`config.mk`:
```
export PLATFORM = sky130hd
export DESIGN_NAME = multi_button_debounce
export DESIGN_NICKNAME = d
export VERILOG_FILES = /design/src/rtl/debounce_pkg.sv /design/src/rtl/debounce_channel.sv /design/src/rtl/multi_button_debounce.sv
export SDC_FILE = /design/constraint.sdc
export NUM_CORES = 1
export LEC_CHECK = 0
export ABC_AREA = 1
export BUFFER_PORTS_ARGS = -buffer_cell sky130_fd_sc_hd__buf_2
export CAP_MARGIN = 20
export CORE_ASPECT_RATIO = 0.7
export CORE_MARGIN = 2
export CORE_UTILIZATION = 35
export CTS_CLUSTER_DIAMETER = 200
export CTS_CLUSTER_SIZE = 12
export DETAILED_ROUTE_END_ITERATION = 7
export PLACE_DENSITY = 0.55
export SYNTH_ARGS = -nofsm -noshare
export SYNTH_HDL_FRONTEND = slang
export SYNTH_SLANG_ARGS = --single-unit
```
`constraint.sdc`:
```
create_clock -name clk -period 1.6 [get_ports clk]
set_input_delay 0.32 -clock clk [delete_from_list [all_inputs] [get_ports clk]]
set_output_delay 0.32 -clock clk [all_outputs]
set_load 0.02 [all_outputs]
```
`src/rtl/debounce_pkg.sv`:
```
// Shared helpers for the button debouncer: time-to-cycle conversion and counter sizing.
package debounce_pkg;

    function automatic int unsigned ms_to_cycles(input int unsigned clk_freq,
                                                 input int unsigned ms);
        return (clk_freq / 1000) * ms;
    endfunction

    // Counters must hold the value `cycles` itself, hence the +1.
    function automatic int unsigned cnt_width(input int unsigned cycles);
        int unsigned w;
        w = $clog2(cycles + 1);
        return (w < 1) ? 1 : w;
    endfunction

    function automatic bit params_ok(input int unsigned db_cyc, input int unsigned sync_stages);
        return (db_cyc >= 1) && (sync_stages >= 2);
    endfunction

endpackage

```
`src/rtl/debounce_channel.sv`:
```
// One debounced button: synchroniser, polarity normalisation, debounce counter,
// press/release pulses and long-press detection.
module debounce_channel
    import debounce_pkg::*;
#(
    parameter int unsigned CLK_FREQ      = 50_000_000,
    parameter int unsigned DEBOUNCE_MS   = 20,
    parameter int unsigned LONG_PRESS_MS = 1000,
    parameter bit          ACTIVE_LOW    = 1'b1,
    parameter int unsigned SYNC_STAGES   = 2
) (
    input  logic clk,
    input  logic rst_n,
    input  logic btn_in,
    output logic btn_level,
    output logic press_pulse,
    output logic release_pulse,
    output logic long_pulse,
    output logic long_held
);

    localparam int unsigned DB_CYC = ms_to_cycles(CLK_FREQ, DEBOUNCE_MS);
    localparam int unsigned LP_CYC = ms_to_cycles(CLK_FREQ, LONG_PRESS_MS);
    localparam int unsigned DB_W   = cnt_width(DB_CYC);
    localparam int unsigned LP_W   = cnt_width(LP_CYC);
    localparam bit          LP_EN  = (LP_CYC != 0);

    localparam logic [DB_W-1:0] DB_LAST = DB_W'((DB_CYC >= 1) ? DB_CYC - 1 : 0);
    localparam logic [LP_W-1:0] LP_LAST = LP_W'(LP_EN ? LP_CYC - 1 : 0);
    localparam logic [LP_W-1:0] LP_MAX  = LP_W'(LP_CYC);
    localparam logic [SYNC_STAGES-1:0] SYNC_IDLE = {SYNC_STAGES{ACTIVE_LOW}};

    if (!params_ok(DB_CYC, SYNC_STAGES)) begin : g_param_check
        $error("debounce_channel: need DB_CYC >= 1 and SYNC_STAGES >= 2");
    end

    logic [SYNC_STAGES-1:0] sync_q, sync_d;
    logic [DB_W-1:0]        db_cnt_q, db_cnt_d;
    logic [LP_W-1:0]        lp_cnt_q, lp_cnt_d;
    logic                   level_q, level_d;
    logic                   press_q, press_d;
    logic                   release_q, release_d;
    logic                   long_pulse_q, long_pulse_d;
    logic                   long_held_q, long_held_d;
    logic                   sample;

    always_comb begin
        sync_d = {sync_q[SYNC_STAGES-2:0], btn_in};
        sample = sync_q[SYNC_STAGES-1] ^ ACTIVE_LOW;

        // Any agreeing sample discards the partial count.
        level_d  = level_q;
        db_cnt_d = '0;
        if (sample != level_q) begin
            if (db_cnt_q == DB_LAST) begin
                level_d = sample;
            end else begin
                db_cnt_d = db_cnt_q + 1'b1;
            end
        end

        press_d   = ~level_q & level_d;
        release_d = level_q & ~level_d;

        lp_cnt_d     = '0;
        long_pulse_d = 1'b0;
        long_held_d  = long_held_q & ~release_d;
        if (LP_EN && level_q) begin
            lp_cnt_d = (lp_cnt_q == LP_MAX) ? lp_cnt_q : lp_cnt_q + 1'b1;
            // Saturation at LP_MAX keeps this to one pulse per press.
            if (level_d && (lp_cnt_q == LP_LAST)) begin
                long_pulse_d = 1'b1;
                long_held_d  = 1'b1;
            end
        end
    end

    always_ff @(posedge clk or negedge rst_n) begin
        if (!rst_n) begin
            sync_q       <= SYNC_IDLE;
            db_cnt_q     <= '0;
            lp_cnt_q     <= '0;
            level_q      <= 1'b0;
            press_q      <= 1'b0;
            release_q    <= 1'b0;
            long_pulse_q <= 1'b0;
            long_held_q  <= 1'b0;
        end else begin
            sync_q       <= sync_d;
            db_cnt_q     <= db_cnt_d;
            lp_cnt_q     <= lp_cnt_d;
            level_q      <= level_d;
            press_q      <= press_d;
            release_q    <= release_d;
            long_pulse_q <= long_pulse_d;
            long_held_q  <= long_held_d;
        end
    end

    assign btn_level     = level_q;
    assign press_pulse   = press_q;
    assign release_pulse = release_q;
    assign long_pulse    = long_pulse_q;
    assign long_held     = long_held_q;

endmodule

```
`src/rtl/multi_button_debounce.sv`:
```
// NUM_CH independent button debouncers; each channel owns all of its state.
module multi_button_debounce
    import debounce_pkg::*;
#(
    parameter int unsigned NUM_CH        = 4,
    parameter int unsigned CLK_FREQ      = 50_000_000,
    parameter int unsigned DEBOUNCE_MS   = 20,
    parameter int unsigned LONG_PRESS_MS = 1000,
    parameter bit          ACTIVE_LOW    = 1'b1,
    parameter int unsigned SYNC_STAGES   = 2
) (
    input  logic              clk,
    input  logic              rst_n,
    input  logic [NUM_CH-1:0] btn_in,
    output logic [NUM_CH-1:0] btn_level,
    output logic [NUM_CH-1:0] press_pulse,
    output logic [NUM_CH-1:0] release_pulse,
    output logic [NUM_CH-1:0] long_pulse,
    output logic [NUM_CH-1:0] long_held
);

    for (genvar i = 0; i < NUM_CH; i++) begin : g_ch
        debounce_channel #(
            .CLK_FREQ      (CLK_FREQ),
            .DEBOUNCE_MS   (DEBOUNCE_MS),
            .LONG_PRESS_MS (LONG_PRESS_MS),
            .ACTIVE_LOW    (ACTIVE_LOW),
            .SYNC_STAGES   (SYNC_STAGES)
        ) u_ch (
            .clk           (clk),
            .rst_n         (rst_n),
            .btn_in        (btn_in[i]),
            .btn_level     (btn_level[i]),
            .press_pulse   (press_pulse[i]),
            .release_pulse (release_pulse[i]),
            .long_pulse    (long_pulse[i]),
            .long_held     (long_held[i])
        );
    end

endmodule

```
==> flow_metrics.py <==
metrics = {
    "detailed_routing": {
        "avgViaCountPerCell": 4.67,
        "first_iter_violations": 832,
        "drt_wl_total_mm": 28.8,
        "vias": 10700,
        "wl_per_cell_um": 12.6,
        "detail_route.first_pass.iterations": 5,
        "drc": 0,
        "ant_nets": 0,
    },
    "global_route": {
        "grtUsageTotal_pct": 16.1,
        "grt_start_max_net_pins": 40,
        "grt_antenna_before_repair": 0,
        "overflow": 0,
        "grt_pass1_vias": 9687,
        "grt_pass1_wl_mm": 48.7,
    },
    "setup_path": {
        "start_kind": "flip-flop",
        "crit_path_max_incr_delay_ns": 0.43,
        "rr_worst_depth": 8,
        "r2r-end": "g_ch[3].u_ch.lp_cnt_q[21]",
        "end_kind": "primary output",
        "crit_slowest_cell": "dfrtp_2",
        "cp.required_ns": 1.28,
        "r2r_start": "g_ch[3].u_ch.lp_cnt_q[0]",
        "crit_chain": "buf_6 > buf_6",
        "critical-path-top-delay-family": "flip-flops",
        "cp.buffers_inverters": 2,
        "regToRegSetupSlack_ns": 0.11,
        "crit_path_max_fanout": 5,
        "critPathKind": "reg -> out",
        "cp.arrival_ns": 1.21,
        "cpMostUsedCell": "buf_6",
    },
    "clocking": {
        "clkSinkCount": 212,
        "cts_tree": "yes",
        "clock_path_buffers": 3,
        "clkLatencyLatePin_ns": 0.51,
        "clockRootBuffer": "clkbuf_16",
        "htreeDepth": 1,
        "numCtsBuffers": 21,
        "path_clk_slew_ns": 0.06,
    },
    "final_layout": {
        "layout.nets": 1826,
        "drive_above_1_share_pct": 10.7,
        "final_area_um2": 14000,
        "syn2layout_area_growth_pct": 14.2,
        "antennaDiodeCount": 0,
    },
    "synth": {
        "synth_cells": 1734,
        "synth_area_um2": 12300,
        "yosysSeqAreaShare_pct": 43.4,
        "syn_avg_cell_area_um2": 7.06,
        "ys_ff_latch": 212,
        "async_flop_share_pct": 100,
        "synthMostInstantiatedCell": "nand2_1",
        "post-synth-top-area-fraction_pct": 41.7,
        "yosys-top-cells-area": "dfrtp_1 42%, nand2_1 14%, nor2_1 13%, inv_1 5.7%, nand3_1 5.0%",
        "synthFlopType": "dfrtp_1",
        "syn_nets": 1752,
        "ys_types": 35,
        "synth_commonest_cells": "448 x nand2_1, 434 x nor2_1, 204 x dfrtp_1, 185 x inv_1, 123 x nand3_1",
        "synth-edff-count": 0,
        "yosys_warnings": 0,
        "synth_top_area_cell": "dfrtp_1",
    },
    "power_and_ir_drop": {
        "vdd_ir_drop_max_mv": 0.479,
        "p_total_mw": 10.4,
        "cellLeakagePower_nw": 6.11,
        "power_density_nw_per_um2": 744,
    },
    "sta": {
        "finalHoldViolations": 0,
        "fin_skew_ns": 0.00998,
        "max_clock_freq_mhz": 653,
        "post-route-period-util_pct": 95.7,
        "setup_tns_ns": 0,
        "rsz0062_at_grt": "true",
        "setup_viol": 0,
        "fin_crit_ns": 1.53,
        "maxSlewViolCount": 0,
        "tightest_slew_ns": 0.385,
        "maxSlewHeadroom_pct": 74.3,
        "setup_slack_ns": 0.0693,
    },
    "die": {
        "io_pins": 26,
        "die-area_um2": 36500,
        "floorplan.initialDensity_pct": 35.4,
        "row_count": 57,
        "die_y_um": 161,
        "coreArea_um2": 34600,
        "die_w_um": 228,
    },
    "place": {
        "gp_congestion": 0.913,
        "port_buffers": 25,
        "dp_hpwl_mm": 21.3,
        "placed_area_um2": 13200,
        "dp_slack_ns": 0.0539,
    },
    "job": {
        "cap_violations": 0,
    },
    "hold_path": {
        "hold_class": "in -> async",
    },
    "status": {
        "status": "completed",
    },
}
## layer usage
metal  up-vias  GRT usage [%]  routed length (um)
li1       5545              -                   -
met1      4883           26.3               15800
met2       249           21.8               11300
met3        19           2.63                1460
met4         0           3.18                 338
met5         -              0                   0
## how the worst max path moves through the flow
stage	startpoint	to	slack (ns)	cells past startpoint
2_1_floorplan	g_ch[3].u_ch.db_cnt_q[0]	g_ch[3].u_ch.db_cnt_q[14]	0.18	8
3_3_place_gp	g_ch[2].u_ch.lp_cnt_q[1]	g_ch[2].u_ch.lp_cnt_q[24]	0.09	9
5_1_grt	g_ch[2].u_ch.db_cnt_q[0]	g_ch[2].u_ch.db_cnt_q[14]	-0.06	9
4_1_cts	g_ch[3].u_ch.btn_level	btn_level[3]	0.009	2
3_5_place_dp	g_ch[2].u_ch.lp_cnt_q[1]	g_ch[2].u_ch.lp_cnt_q[16]	0.05	8
6_report	g_ch[3].u_ch.btn_level	btn_level[3]	0.07	2
## worst reg2reg max path, stage by stage (launching register included)
cell	delay [ns]
dfrtp_1	0.40
buf_4	0.15
nand3_2	0.14
nor2_2	0.20
nand3_2	0.17
nor2_1	0.16
nand2_1	0.07
nand2_1	0.05
nor2_1	0.04
## what timing repair did
| item | in CTS | in global routing |
|---|---|---|
| gates cloned | 0 | 2 |
| gates resized for setup | 3 | 33 |
| hold buffers | 5 | 0 |
| pin swaps | 0 | 4 |
| endpoints found under the setup margin | 2 | 56 |
| endpoints found under the hold margin | 57 | 0 |
| buffers inserted | 0 | 8 |
## cell families (layout without fill, tap and decap cells)
logic type,Yosys count,count (layout),synth area share (%)
and+or+nand+nor,1130,1131,39.6
DFF,212,212,43.4
AOI/OAI and AO/OA,96,96,4.10
adders and majority gates,12,12,1.23
xor gates and xnor gates,58,58,4.15
buffers and inverters,226,311,7.59
## layout by cell type (no fill, tap or decap), drive strengths merged, types with 30 or more instances in the layout
cell / count
nand3: 130
clkbuf: 34
nor2: 461
dfrtp: 204
inv: 192
buf: 78
xor2: 32
a21oi: 45
nand4: 30
o21ai: 42
nand2: 460
nor3: 33
## registers in the layout, indices dropped and copies added (netlist names)
register,cells
g_ch.u_ch.sync_q,8
g_ch.u_ch.lp_cnt_q,104
g_ch.u_ch.release_pulse,4
g_ch.u_ch.press_pulse,4
g_ch.u_ch.long_pulse,4
g_ch.u_ch.long_held,4
g_ch.u_ch.btn_level,4
g_ch.u_ch.db_cnt_q,80
## cell type report
cell class	instances	area, um2
clock buffers	34	574
flip-flops and latches	212	5320
fillers	3591	20600
clock inverters	1	30.0
multi-input cells	1297	6110
repair buffers	83	641
well taps	472	591
inverters	193	724
## stage by stage
step,instances,hold slack (ns),util (%)
after global routing,2292,0.305,40.5
after global placement,2242,0.231,38.0
after floorplan,1734,0.0244,-
after detailed placement,2242,0.232,38.0
final,2292,0.285,40.5
after CTS,2282,0.273,39.9
## report_power, final
part	internal (mW)	switching (mW)	leakage, nW	total (mW)
Clock	2.60	2.10	0.288	4.71
Sequential	5.40	0.0278	2.92	5.43
Combinational	0.0853	0.191	2.89	0.276
Total	8.09	2.32	6.11	10.4
Power figures use the tool's default switching activity.
